<file path="config.mk">
export PLATFORM = sky130hd
export DESIGN_NAME = fp12_to_fp8_packer
export DESIGN_NICKNAME = d
export VERILOG_FILES = /design/src/rtl/fp_fmt_pkg.sv /design/src/rtl/fp12_to_fp8_round.sv /design/src/rtl/fp12_to_fp8_packer.sv
export SDC_FILE = /design/constraint.sdc
export NUM_CORES = 1
export LEC_CHECK = 0
export BUFFER_PORTS_ARGS = -buffer_cell sky130_fd_sc_hd__buf_2
export CORE_ASPECT_RATIO = 0.5
export CORE_MARGIN = 8
export CORE_UTILIZATION = 60
export CTS_CLUSTER_DIAMETER = 60
export CTS_CLUSTER_SIZE = 40
export DETAILED_ROUTE_END_ITERATION = 8
export GPL_TIMING_DRIVEN = 0
export PLACE_DENSITY = 0.85
export SLEW_MARGIN = 20
export SYNTH_ARGS = -nofsm -noshare
export SYNTH_HDL_FRONTEND = slang
export SYNTH_SLANG_ARGS = --single-unit
export TNS_END_PERCENT = 100
</file>
<file path="constraint.sdc">
create_clock -name clk -period 3.8 [get_ports clk]
set_input_delay 0.19 -clock clk [delete_from_list [all_inputs] [get_ports clk]]
set_output_delay 0.19 -clock clk [all_outputs]
set_load 0.01 [all_outputs]
</file>
<file path="src/rtl/fp_fmt_pkg.sv">
// Shared FP12/FP8 format constants and operand classification used by the
// FP8 input sanitizer and the FP12-to-FP8 output packer.
package fp_fmt_pkg;

  localparam int FP12_W     = 12;
  localparam int FP8_W      = 8;
  localparam int EXP_W      = 4;
  localparam int EXP_BIAS   = 7;
  localparam int FP12_MAN_W = 7;
  localparam int FP8_MAN_W  = 3;

  localparam logic [FP8_W-2:0] FP8_MAX_MAG = 7'b1110111;
  localparam logic [EXP_W-1:0] EXP_SPECIAL = 4'hF;

  typedef enum logic [2:0] {
    ZERO,
    SUBNORM,
    NORMAL,
    INF,
    NAN
  } fp_class_e;

  function automatic fp_class_e fp12_classify(input logic [EXP_W-1:0]      i_e,
                                              input logic [FP12_MAN_W-1:0] i_m);
    if (i_e == '0) return (i_m == '0) ? ZERO : SUBNORM;
    if (i_e == EXP_SPECIAL) return (i_m == '0) ? INF : NAN;
    return NORMAL;
  endfunction

endpackage

</file>
<file path="src/rtl/fp12_to_fp8_round.sv">
// Combinational FP12 -> FP8 E4M3 narrowing: round-to-nearest-even (or truncate),
// saturation to max finite, and flush-to-zero of subnormals and NaNs.
module fp12_to_fp8_round
  import fp_fmt_pkg::*;
#(
  parameter bit RNE_EN = 1'b1
) (
  input  fp_class_e             i_cls,
  input  logic                  i_sign,
  input  logic [EXP_W-1:0]      i_exp,
  input  logic [FP12_MAN_W-1:0] i_man,
  output logic [FP8_W-1:0]      o_fp8,
  output logic                  o_sat,
  output logic                  o_flush
);

  localparam int MAG_W = EXP_W + FP8_MAN_W;

  logic [FP8_MAN_W-1:0] w_keep;
  logic                 w_guard;
  logic                 w_sticky;
  logic                 w_round_up;
  logic [MAG_W-1:0]     w_mag;

  assign w_keep     = i_man[FP12_MAN_W-1 -: FP8_MAN_W];
  assign w_guard    = i_man[FP12_MAN_W-FP8_MAN_W-1];
  assign w_sticky   = |i_man[FP12_MAN_W-FP8_MAN_W-2:0];
  assign w_round_up = RNE_EN && w_guard && (w_sticky || w_keep[0]);

  // A mantissa carry ripples into the exponent field through the shared add.
  assign w_mag = {i_exp, w_keep} + MAG_W'(w_round_up);

  always_comb begin
    o_fp8   = '0;
    o_sat   = 1'b0;
    o_flush = 1'b0;
    case (i_cls)
      NORMAL: begin
        if (w_mag[MAG_W-1 -: EXP_W] == EXP_SPECIAL) begin
          o_fp8 = {i_sign, FP8_MAX_MAG};
          o_sat = 1'b1;
        end else begin
          o_fp8 = {i_sign, w_mag};
        end
      end
      INF: begin
        o_fp8 = {i_sign, FP8_MAX_MAG};
        o_sat = 1'b1;
      end
      NAN, SUBNORM: begin
        o_flush = 1'b1;
      end
      default: begin
      end
    endcase
  end

endmodule

</file>
<file path="src/rtl/fp12_to_fp8_packer.sv">
// Two-stage valid/ready pipeline narrowing FP12 MAC results to FP8 E4M3,
// with saturating debug counters for saturated and flushed results.
module fp12_to_fp8_packer
  import fp_fmt_pkg::*;
#(
  parameter int CNT_W  = 16,
  parameter bit RNE_EN = 1'b1
) (
  input  logic              clk,
  input  logic              rst_n,
  input  logic              in_valid,
  output logic              in_ready,
  input  logic [FP12_W-1:0] fp12_in,
  output logic              out_valid,
  input  logic              out_ready,
  output logic [FP8_W-1:0]  fp8_out,
  input  logic              cnt_clr,
  output logic [CNT_W-1:0]  sat_cnt,
  output logic [CNT_W-1:0]  flush_cnt
);

  logic                  r_s1_valid;
  logic                  r_s1_sign;
  logic [EXP_W-1:0]      r_s1_exp;
  logic [FP12_MAN_W-1:0] r_s1_man;
  fp_class_e             r_s1_cls;

  logic                  r_s2_valid;
  logic                  r_s2_sat;
  logic                  r_s2_flush;
  logic [FP8_W-1:0]      r_fp8;

  logic [CNT_W-1:0]      r_sat_cnt;
  logic [CNT_W-1:0]      r_flush_cnt;

  logic                  w_s1_en;
  logic                  w_s2_en;
  logic                  w_out_fire;
  logic [EXP_W-1:0]      w_in_exp;
  logic [FP12_MAN_W-1:0] w_in_man;
  logic [FP8_W-1:0]      w_fp8;
  logic                  w_sat;
  logic                  w_flush;

  assign w_s2_en    = !r_s2_valid || out_ready;
  assign w_s1_en    = !r_s1_valid || w_s2_en;
  assign w_out_fire = r_s2_valid && out_ready;
  assign w_in_exp   = fp12_in[FP12_W-2 -: EXP_W];
  assign w_in_man   = fp12_in[FP12_MAN_W-1:0];

  assign in_ready  = w_s1_en;
  assign out_valid = r_s2_valid;
  assign fp8_out   = r_fp8;
  assign sat_cnt   = r_sat_cnt;
  assign flush_cnt = r_flush_cnt;

  always_ff @(posedge clk or negedge rst_n) begin
    if (!rst_n) begin
      r_s1_valid <= 1'b0;
      r_s1_sign  <= 1'b0;
      r_s1_exp   <= '0;
      r_s1_man   <= '0;
      r_s1_cls   <= ZERO;
    end else if (w_s1_en) begin
      r_s1_valid <= in_valid;
      if (in_valid) begin
        r_s1_sign <= fp12_in[FP12_W-1];
        r_s1_exp  <= w_in_exp;
        r_s1_man  <= w_in_man;
        r_s1_cls  <= fp12_classify(w_in_exp, w_in_man);
      end
    end
  end

  fp12_to_fp8_round #(
    .RNE_EN (RNE_EN)
  ) u_round (
    .i_cls   (r_s1_cls),
    .i_sign  (r_s1_sign),
    .i_exp   (r_s1_exp),
    .i_man   (r_s1_man),
    .o_fp8   (w_fp8),
    .o_sat   (w_sat),
    .o_flush (w_flush)
  );

  // fp8_out only reloads when a new result moves in, so it holds under backpressure.
  always_ff @(posedge clk or negedge rst_n) begin
    if (!rst_n) begin
      r_s2_valid <= 1'b0;
      r_s2_sat   <= 1'b0;
      r_s2_flush <= 1'b0;
      r_fp8      <= '0;
    end else if (w_s2_en) begin
      r_s2_valid <= r_s1_valid;
      if (r_s1_valid) begin
        r_fp8      <= w_fp8;
        r_s2_sat   <= w_sat;
        r_s2_flush <= w_flush;
      end
    end
  end

  // Counters tick on delivered results only and stick at all-ones.
  always_ff @(posedge clk or negedge rst_n) begin
    if (!rst_n) begin
      r_sat_cnt   <= '0;
      r_flush_cnt <= '0;
    end else if (cnt_clr) begin
      r_sat_cnt   <= '0;
      r_flush_cnt <= '0;
    end else begin
      if (w_out_fire && r_s2_sat && (r_sat_cnt != '1)) begin
        r_sat_cnt <= r_sat_cnt + CNT_W'(1);
      end
      if (w_out_fire && r_s2_flush && (r_flush_cnt != '1)) begin
        r_flush_cnt <= r_flush_cnt + CNT_W'(1);
      end
    end
  end

endmodule

</file>
==> key figures, run 1 <==
Floorplanning
  – Top Ports: 59
  – Width of the die: 118.2 um
  – Die ar.: 7927 um2
  – Site row count: 18
  – Starting Density: 0.6292
  – Core ar.: 4977 um2
  – Die H: 67.09 um

Finish
  – Final nets: 409
  – Commonest cells after routing, fill and taps aside: 59 x dfrtp_1, 57 x buf_2, 26 x nand2_1
  – Filler instances: 377
  – Most common cell after layout, fill and taps aside: dfrtp_1
  – Syn-to-layout area delta: 19.14%
  – Fin area: 3731 um2
  – Inserted Diodes: 0
  – Layout cell share with drive strength beyond 1: 0.2386

Timing
  – Final setup margin: 1.587 ns
  – Setup TNS Final: 0 ns
  – Fmax: 451.8 MHz
  – Slew margin rel.: 0.3293
  – Worst Skew: 0.004973 ns
  – Pins Over Slew Limit: 0
  – Hold WS: 0.04841 ns
  – Fin crit period: 2.214 ns
  – RSZ-0062 raised after global routing: false
  – Setup-failing EPs final: 0
  – Fin. Hold Viols: 0
  – Fin crit share: 0.5825
  – Slew of the pin with the lowest slew margin: 0.9969 ns

Yosys
  – Seq/Total Area, Yosys: 0.4714
  – Yosys top cell area share: 0.4714
  – EDFF count, synth: 0
  – Fraction of registers with async set/reset: 1.000
  – Yosys warnings: 0
  – Mapped cell area: 3132 um2
  – Synthesized netlist cell count: 319
  – Mean area per synthesized cell: 9.817 um2
  – Area leader, netlist: dfrtp_1
  – Main flop type after synthesis: dfrtp_1
  – Seq cells post-synth: 59
  – Top area cells in the synthesized netlist: dfrtp_1 47%, mux2_2 6.1%, a21oi_1 3.7%
  – Syn_nets: 339
  – Distinct cell type count after synthesis: 47

Setup path
  – Crit path required time: 4.06 ns
  – Kind of critical path: register to register
  – Critical Path AT: 2.47 ns
  – Crit end category: register
  – Critical path peak fanout: 8
  – CP Launch Type: register

Place
  – PortBufs: 58
  – Detail Placement HPWL: 5.745 mm
  – RePlAce Congestion: 0.8289
  – Setup WS pre-CTS: 1.694 ns
  – Post-DP Area: 3512 um2

Global routing
  – GRT overflow: 0
  – Gr usage total: 0.2119
  – Initial antenna violation count: 0
  – Vias in the first global route: 2,944
  – Largest net degree at the start of global routing: 60
  – First-pass GRT wire length: 13.70 mm

Clock tree
  – Clock Sinks: 59
  – Postcts setup bufs: 0
  – Clock Latency Late Sink: 0.34 ns
  – CTS tree: yes
  – Clock root cell: clkbuf_8
  – H-tree lvl count: 3
  – Inserted Clock Buffers: 9
  – Clock Pin Slew Worst Setup and Hold Paths: 0.07 ns
  – Clock Tree Buf Depth: 2

Power and ir drop
  – Leakage Power: 1.596 nW
  – VDD IR-drop max: 294.5 uV
  – PwrDens: 414.1 nW/um2

Routing
  – Detailed Route WL: 7.921 mm
  – Routed vias: 2,943
  – Starting DRT DRC Count: 285
  – Routed WL per cell: 17.07 um
  – DRC: 0
  – Avg Vias per Cell: 6.343
  – First drt pass iteration count: 5
  – Remaining antenna violation count: 0

Job
  – Max-Cap Viols: 0

Run status
  – Outcome: complete, no violations

Hold path
  – Hold Path Class: input pin to register
[cell usage after synthesis, drive strengths merged (10+ instances only)]
cell type,count
nor2,13
mux2,17
dfrtp,59
a21oi,23
or4,13
nand3,17
o31ai,13
nand2,26
nor3,15
clkbuf,10
o21ai,10
[path summary, 6_finish.rpt]
kind                              start  cells past startpoint  slack, ns             to
setup / recovery           flush_cnt[7]                      4       1.59   flush_cnt[6]
hold / removal                 in_valid                      2       0.05     r_s1_valid
setup reg to reg           flush_cnt[7]                      4       1.59   flush_cnt[6]
hold reg to reg              fp8_out[7]                      2       0.47     fp8_out[7]
max in group asynchronous         rst_n                      2       2.85  flush_cnt[13]
min in group asynchronous         rst_n                      2       0.46    r_s1_exp[2]
[critical path, stage by stage (launching register included)]
cell	delay [ns]
dfrtp_1	0.46
nand4_1	0.36
nor4_1	0.93
o21ai_0	0.19
a21oi_1	0.19
[sequential cells by signal (all words and copies together) (netlist names)]
| register | cells |
|---|---|
| flush_cnt | 16 |
| r_s1_valid | 1 |
| out_valid | 1 |
| r_s1_exp | 4 |
| sat_cnt | 16 |
| r_s1_man | 7 |
| r_s1_sign | 1 |
| fp8_out | 8 |
| r_s2_flush | 1 |
| r_s2_sat | 1 |
| r_s1_cls | 3 |
[final cells by class]
| cell class | count | area (um2) | share of cell area |
|---|---|---|---|
| multi-input cells | 240 | 1573 | 0.4215 |
| well taps | 70 | 87.58 | 0.02347 |
| repair buffers | 59 | 302.8 | 0.08115 |
| flip-flops and latches | 59 | 1476 | 0.3957 |
| plain buffers | 11 | 48.80 | 0.01308 |
| clock inverters | 5 | 77.57 | 0.02079 |
| inverters | 9 | 33.78 | 0.009054 |
| clock buffers | 11 | 131.4 | 0.03521 |
[per-layer routing]
| layer | wire length [um] | track usage | part of all wire | vias up |
|---|---|---|---|---|
| met2 | 3955 | 0.3767 | 0.50 | 122 |
| li1 | - | - | - | 1370 |
| met4 | 206 | 0.1058 | 0.026 | 0 |
| met3 | 506 | 0.05818 | 0.064 | 24 |
| met1 | 3253 | 0.2369 | 0.41 | 1427 |
| met5 | 0 | 0 | 0 | - |
[metrics by stage]
stage	utilization	std cells	power, mW
5_1_grt	0.7496	464	1.612
3_3_place_gp	0.7051	447	0.9302
3_5_place_dp	0.7056	447	0.9447
2_1_floorplan	-	319	0.8528
6_report	0.7496	464	1.545
4_1_cts	0.7496	464	1.554
[cells by family after synthesis]
family / after synthesis / synth area share
mux: 21 / 0.07391
compound gates: 75 / 0.1586
flops: 59 / 0.4714
fa+ha+maj: 3 / 0.01199
buf+inv: 20 / 0.02637
xor+xnor: 5 / 0.01399
simple gates: 136 / 0.2437
[timing repair]
action / CTS / global route
hold buffers: 1 / 0
hold endpoints to repair: 59 / 0
gates resized for setup: 0 / 0
[where the power goes]
group          total (mW)  internal [mW]  leakage (nW)  switching (mW)
Sequential          0.726          0.680         0.775          0.0464
Clock               0.612          0.367         0.103           0.244
Combinational       0.207         0.0905         0.718           0.117
Note: power is estimated with default switching activity, not from simulation.
==> inputs of run 2 (changes only) <==
ABC_AREA = 1   (was not set)
CORE_UTILIZATION = 56   (was 60)
PLACE_DENSITY = 0.8   (was 0.85)
clock period = 2.3 ns   (was 3.8 ns; I/O delays follow)
==> run 2 against run 1 <==
First-iteration DRC count increased by 47%. Fmax grew 14%. Combinational power grew 78%. Utilization down 6.6 points. Via count is 14% higher. Highest routed layer unchanged.
==> key figures, run 2 <==
Run status
  – Outcome: complete, no violations

Place
  – Detail Placement HPWL: 6.423 mm
  – Post-DP Area: 3720 um2
  – RePlAce Congestion: 0.8857
  – PortBufs: 57

Floorplanning
  – Starting Density: 0.5648
  – Core ar.: 5906 um2
  – Site row count: 20
  – Die ar.: 8832 um2
  – Die H: 70.58 um
  – Width of the die: 125.1 um
  – Top Ports: 59

Setup path
  – Worst R2R Setup Slack: 0.37 ns
  – Crit path required time: 2.48 ns
  – Kind of critical path: register to register
  – Critical path peak fanout: 6
  – Critical Path AT: 2.11 ns
  – CP Launch Type: register
  – Crit end category: register

Timing
  – Pins Over Slew Limit: 0
  – Fin. Hold Viols: 0
  – Fin crit share: 0.8412
  – Fin crit period: 1.935 ns
  – Slew of the pin with the lowest slew margin: 0.7504 ns
  – Slew margin rel.: 0.4998
  – Setup TNS Final: 0 ns
  – Fmax: 516.9 MHz
  – RSZ-0062 raised after global routing: false
  – Hold WS: 0.001583 ns
  – Setup-failing EPs final: 0
  – Worst Skew: 0.008261 ns

Yosys
  – Area leader, netlist: dfrtp_1
  – Distinct cell type count after synthesis: 30
  – Mean area per synthesized cell: 7.380 um2
  – Synthesized netlist cell count: 452
  – Most instantiated library cell after synthesis: nand2_1
  – Syn_nets: 472
  – Seq cells post-synth: 59
  – Synth top cells by count: 173 x nand2_1, 59 x dfrtp_1, 46 x nor2_1
  – Fraction of registers with async set/reset: 1.000
  – Yosys warnings: 0
  – Yosys top cell area share: 0.4426
  – Seq/Total Area, Yosys: 0.4426
  – Mapped cell area: 3336 um2
  – Top area cells in the synthesized netlist: dfrtp_1 44%, nand2_1 19%, nand4_1 5.4%
  – Main flop type after synthesis: dfrtp_1
  – EDFF count, synth: 0

Clock tree
  – H-tree lvl count: 3
  – Clock Latency Late Sink: 0.33 ns
  – Postcts setup bufs: 0
  – CTS tree: yes
  – Clock Tree Buf Depth: 2
  – Inserted Clock Buffers: 9
  – Clock Sinks: 59
  – Clock Pin Slew Worst Setup and Hold Paths: 0.05 ns
  – Clock root cell: clkbuf_16

Global routing
  – First-pass GRT wire length: 14.93 mm
  – GRT overflow: 0
  – Initial antenna violation count: 0
  – M2 GR Usage: 0.2947
  – Vias in the first global route: 3,197
  – Largest net degree at the start of global routing: 60
  – GRT Max-Usage Layer: met2
  – Gr usage total: 0.2098
  – GRT met1 Usage: 0.2856
  – Met3 Use GR: 0.07571

Routing
  – DRC: 0
  – Routed vias: 3,369
  – Remaining antenna violation count: 0
  – First drt pass iteration count: 5
  – Routed WL per cell: 14.47 um
  – Detailed Route WL: 8.752 mm
  – Starting DRT DRC Count: 420
  – Avg Vias per Cell: 5.569

Finish
  – Fin area: 4038 um2
  – Inserted Diodes: 0
  – Filler instances: 502
  – Syn-to-layout area delta: 21.04%
  – Layout cell share with drive strength beyond 1: 0.1723
  – Final nets: 545
  – Final Core Density: 0.6837
  – Commonest cells after routing, fill and taps aside: 173 x nand2_1, 59 x dfrtp_1, 57 x buf_2
  – Most common cell after layout, fill and taps aside: nand2_1

Power and ir drop
  – VDD IR-drop max: 420.7 uV
  – Overall Power: 2.768 mW
  – Leakage Power: 2.063 nW
  – PwrDens: 685.5 nW/um2

Hold path
  – Hold Path Class: input pin to register

Job
  – Max-Cap Viols: 0
run 2: worst max-delay path, cell delays in order, from the launching register on:
cell,delay [ns]
dfrtp_1,0.42
ha_1,0.29
nand2_2,0.12
nor2_4,0.06
nand2_2,0.09
nor2_4,0.05
o21ai_0,0.56
o21ai_0,0.19
run 2: worst paths after layout:
check	start	endpoint	cells after the start
max reg2reg	sat_cnt[0]	sat_cnt[0]	7
max	sat_cnt[0]	sat_cnt[0]	7
max in group asynchronous	rst_n	fp8_out[5]	2
min reg2reg	r_s1_cls[1]	r_s2_flush	1
min in group asynchronous	rst_n	sat_cnt[7]	2
min	fp12_in[11]	r_s1_sign	3
run 2: what timing repair did:
item / 4_1_cts / 5_1_grt
endpoints found under the setup margin: 0 / 0
hold endpoints to repair: 63 / 0
resized for setup: 0 / 0
hold buffers: 5 / 0
run 2: cells by family (layout without fill, tap and decap cells):
family	Yosys count	count (layout)	share of synthesized area
compound gates	40	40	0.07127
xor+xnor	11	11	0.02888
fa+ha+maj	3	3	0.01125
buf+inv	45	121	0.05776
flops	59	59	0.4426
simple gates	294	294	0.3882
run 2: cell type report:
cell class | count | area, um2 | share of cell area
multi-input cells | 348 | 1667 | 0.4128
flip-flops and latches | 59 | 1476 | 0.3657
well taps | 77 | 96.34 | 0.02386
clock buffers | 11 | 252.7 | 0.06260
inverters | 35 | 131.4 | 0.03254
clock inverters | 3 | 15.01 | 0.003719
repair buffers | 62 | 337.8 | 0.08367
plain buffers | 10 | 61.31 | 0.01518
run 2: stage by stage:
stage,setup slack (ns),cells
6_report,0.3653,605
4_1_cts,0.4042,605
3_5_place_dp,0.4196,586
2_1_floorplan,0.7005,452
5_1_grt,0.2418,605
3_3_place_gp,0.4993,586
run 2: power breakdown:
group	internal (mW)	switching, mW
clock	0.766	0.445
combinational	0.132	0.235
sequential	1.13	0.0615
run 2: layer usage:
metal  share of wire  vias up
li1                -     1619
met1            0.47     1568
met2            0.41      162
met3           0.098       20
met4           0.017        0
met5               0        -
==> inputs of run 3 (changes only) <==
ABC_AREA = 0   (was 1)
CORE_UTILIZATION = 50   (was 56)
PLACE_DENSITY = 0.76   (was 0.8)
clock period = 1.6 ns   (was 2.3 ns; I/O delays follow)
==> run 3 against run 2 <==
The run now ends with setup timing left. Cell count is 15% lower. Combinational power is 59% higher. Worst hold slack better by 0.0076 ns. Sequential cell count stayed put. Utilization is 5.0 points higher. Worst setup slack worse by 0.63 ns. Global-route usage is 1.5 points lower.
==> key figures, run 3 (synthesized netlist as in run 1, its figures left out) <==
Timing
  – RSZ-0062 raised after global routing: true
  – Pins Over Slew Limit: 0
  – Setup TNS Final: -3.505 ns
  – Fmax: 536.9 MHz
  – Final setup margin: -0.2625 ns
  – Fin. Hold Viols: 0
  – Fin crit share: 1.164
  – Setup-failing EPs final: 26
  – Slew of the pin with the lowest slew margin: 0.7540 ns
  – Hold WS: 0.009207 ns
  – Fin crit period: 1.862 ns
  – Slew margin rel.: 0.4974
  – Worst Skew: 0.006846 ns

Finish
  – Final nets: 441
  – Inserted Diodes: 0
  – Final Core Density: 0.7339
  – Syn-to-layout area delta: 41.91%
  – Commonest cells after routing, fill and taps aside: 57 x buf_2, 51 x dfrtp_1, 32 x buf_4
  – Filler instances: 428
  – Layout cell share with drive strength beyond 1: 0.4108
  – Most common cell after layout, fill and taps aside: buf_2
  – Multi-input gate area: 1898 um2
  – FF/Latch Area: 1486 um2

Power and ir drop
  – Clock power share: 0.447
  – Sw Share: 0.2518
  – Switch Pwr: 1.057 mW
  – Overall Power: 4.198 mW
  – PwrDens: 944.6 nW/um2
  – Gate power share: 0.139
  – Power Internal: 3.141 mW
  – Leakage Power: 1.928 nW
  – Seq pwr share: 0.413
  – VDD IR-drop max: 792.2 uV

Routing
  – Avg Vias per Cell: 5.942
  – Routed WL per cell: 17.76 um
  – First drt pass iteration count: 5
  – Remaining antenna violation count: 0
  – DRC: 0
  – Detailed Route WL: 9.128 mm
  – Starting DRT DRC Count: 237
  – Routed vias: 3,054

Job
  – Max-Cap Viols: 0

Setup path
  – Crit end category: register
  – Critical path peak fanout: 7
  – R2r startpoint: out_valid
  – Kind of critical path: register to register
  – Crit path required time: 1.84 ns
  – CP Launch Type: register
  – Crit. Startpoint: out_valid
  – Critical Path AT: 2.11 ns
  – Worst R2R Setup Slack: -0.26 ns

Floorplanning
  – Die ar.: 9205 um2
  – Starting Density: 0.5171
  – Core ar.: 6056 um2
  – Site row count: 20
  – Die H: 71.96 um
  – Top Ports: 59
  – Width of the die: 127.9 um

Global routing
  – Gr usage total: 0.1945
  – Vias in the first global route: 2,993
  – Largest net degree at the start of global routing: 60
  – GRT overflow: 0
  – Initial antenna violation count: 0
  – First-pass GRT wire length: 14.41 mm

Clock tree
  – Clock Pin Slew Worst Setup and Hold Paths: 0.05 ns
  – Clock Sinks: 59
  – H-tree lvl count: 3
  – CTS tree: yes
  – Clock root cell: clkbuf_16
  – Clock Tree Buf Depth: 2
  – Inserted Clock Buffers: 9
  – Clock Latency Late Sink: 0.33 ns

Place
  – Detail Placement HPWL: 5.694 mm
  – RePlAce Congestion: 0.9010
  – PortBufs: 58

Run status
  – Failing checks: setup timing
  – Outcome: complete, but fails checks

Hold path
  – Hold Path Origin: fp12_in[2]
  – Hold Path Class: input pin to register
## run 3: repair_timing
item                                    in CTS  in global routing
setup buffers                               23                  9
hold buffers                                 4                  0
pin swaps                                   17                 15
cloned                                       0                  0
endpoints found under the setup margin      40                 52
gates resized for setup                     25                 28
hold endpoints to repair                    62                  0
## run 3: area by class of cell
cell class | instances | area share
repair buffers | 94 | 0.1298
multi-input cells | 240 | 0.4271
flip-flops and latches | 59 | 0.3345
plain buffers | 8 | 0.01126
well taps | 88 | 0.02477
clock inverters | 2 | 0.007883
inverters | 9 | 0.007601
clock buffers | 14 | 0.05715
## run 3: stage by stage
| stage | std cells | worst slack [ns] | instance area [um2] |
|---|---|---|---|
| final | 514 | -0.2625 | 4444 |
| after global routing | 514 | -0.3285 | 4444 |
| after CTS | 506 | -0.2606 | 4264 |
| after detailed placement | 465 | -0.4343 | 3638 |
| after global placement | 465 | -0.2919 | 3636 |
| after floorplan | 319 | -0.2356 | 3236 |
## run 3: worst paths after layout
path / cells after the start / to
worst max-delay path: 5 / flush_cnt[9]
worst min-delay path: 2 / r_s1_man[2]
worst max register to register: 5 / flush_cnt[9]
worst min register to register: 2 / fp8_out[7]
max in group asynchronous: 2 / sat_cnt[4]
min in group asynchronous: 2 / r_s1_cls[0]
## run 3: power by group through the flow
stage	registers, mW	clock network (mW)	logic [mW]
4_1_cts	1.73	1.90	0.559
6_report	1.74	1.88	0.585
5_1_grt	1.75	1.97	0.648
3_5_place_dp	1.75	0	0.492
2_1_floorplan	1.76	0	0.271
3_3_place_gp	1.75	0	0.476
## run 3: critical path, cell delays in order, from the launching register on
cell	delay, ns
dfrtp_2	0.41
nand3_4	0.10
or4_4	0.54
buf_6	0.15
or4_4	0.42
a21oi_2	0.16
## run 3: routing by layer
metal | global-route usage | vias up | part of all wire
met5 | 0 | - | 0
met2 | 0.3283 | 104 | 0.50
li1 | - | 1429 | -
met3 | 0.06579 | 16 | 0.060
met1 | 0.2293 | 1505 | 0.43
met4 | 0.06658 | 0 | 0.016
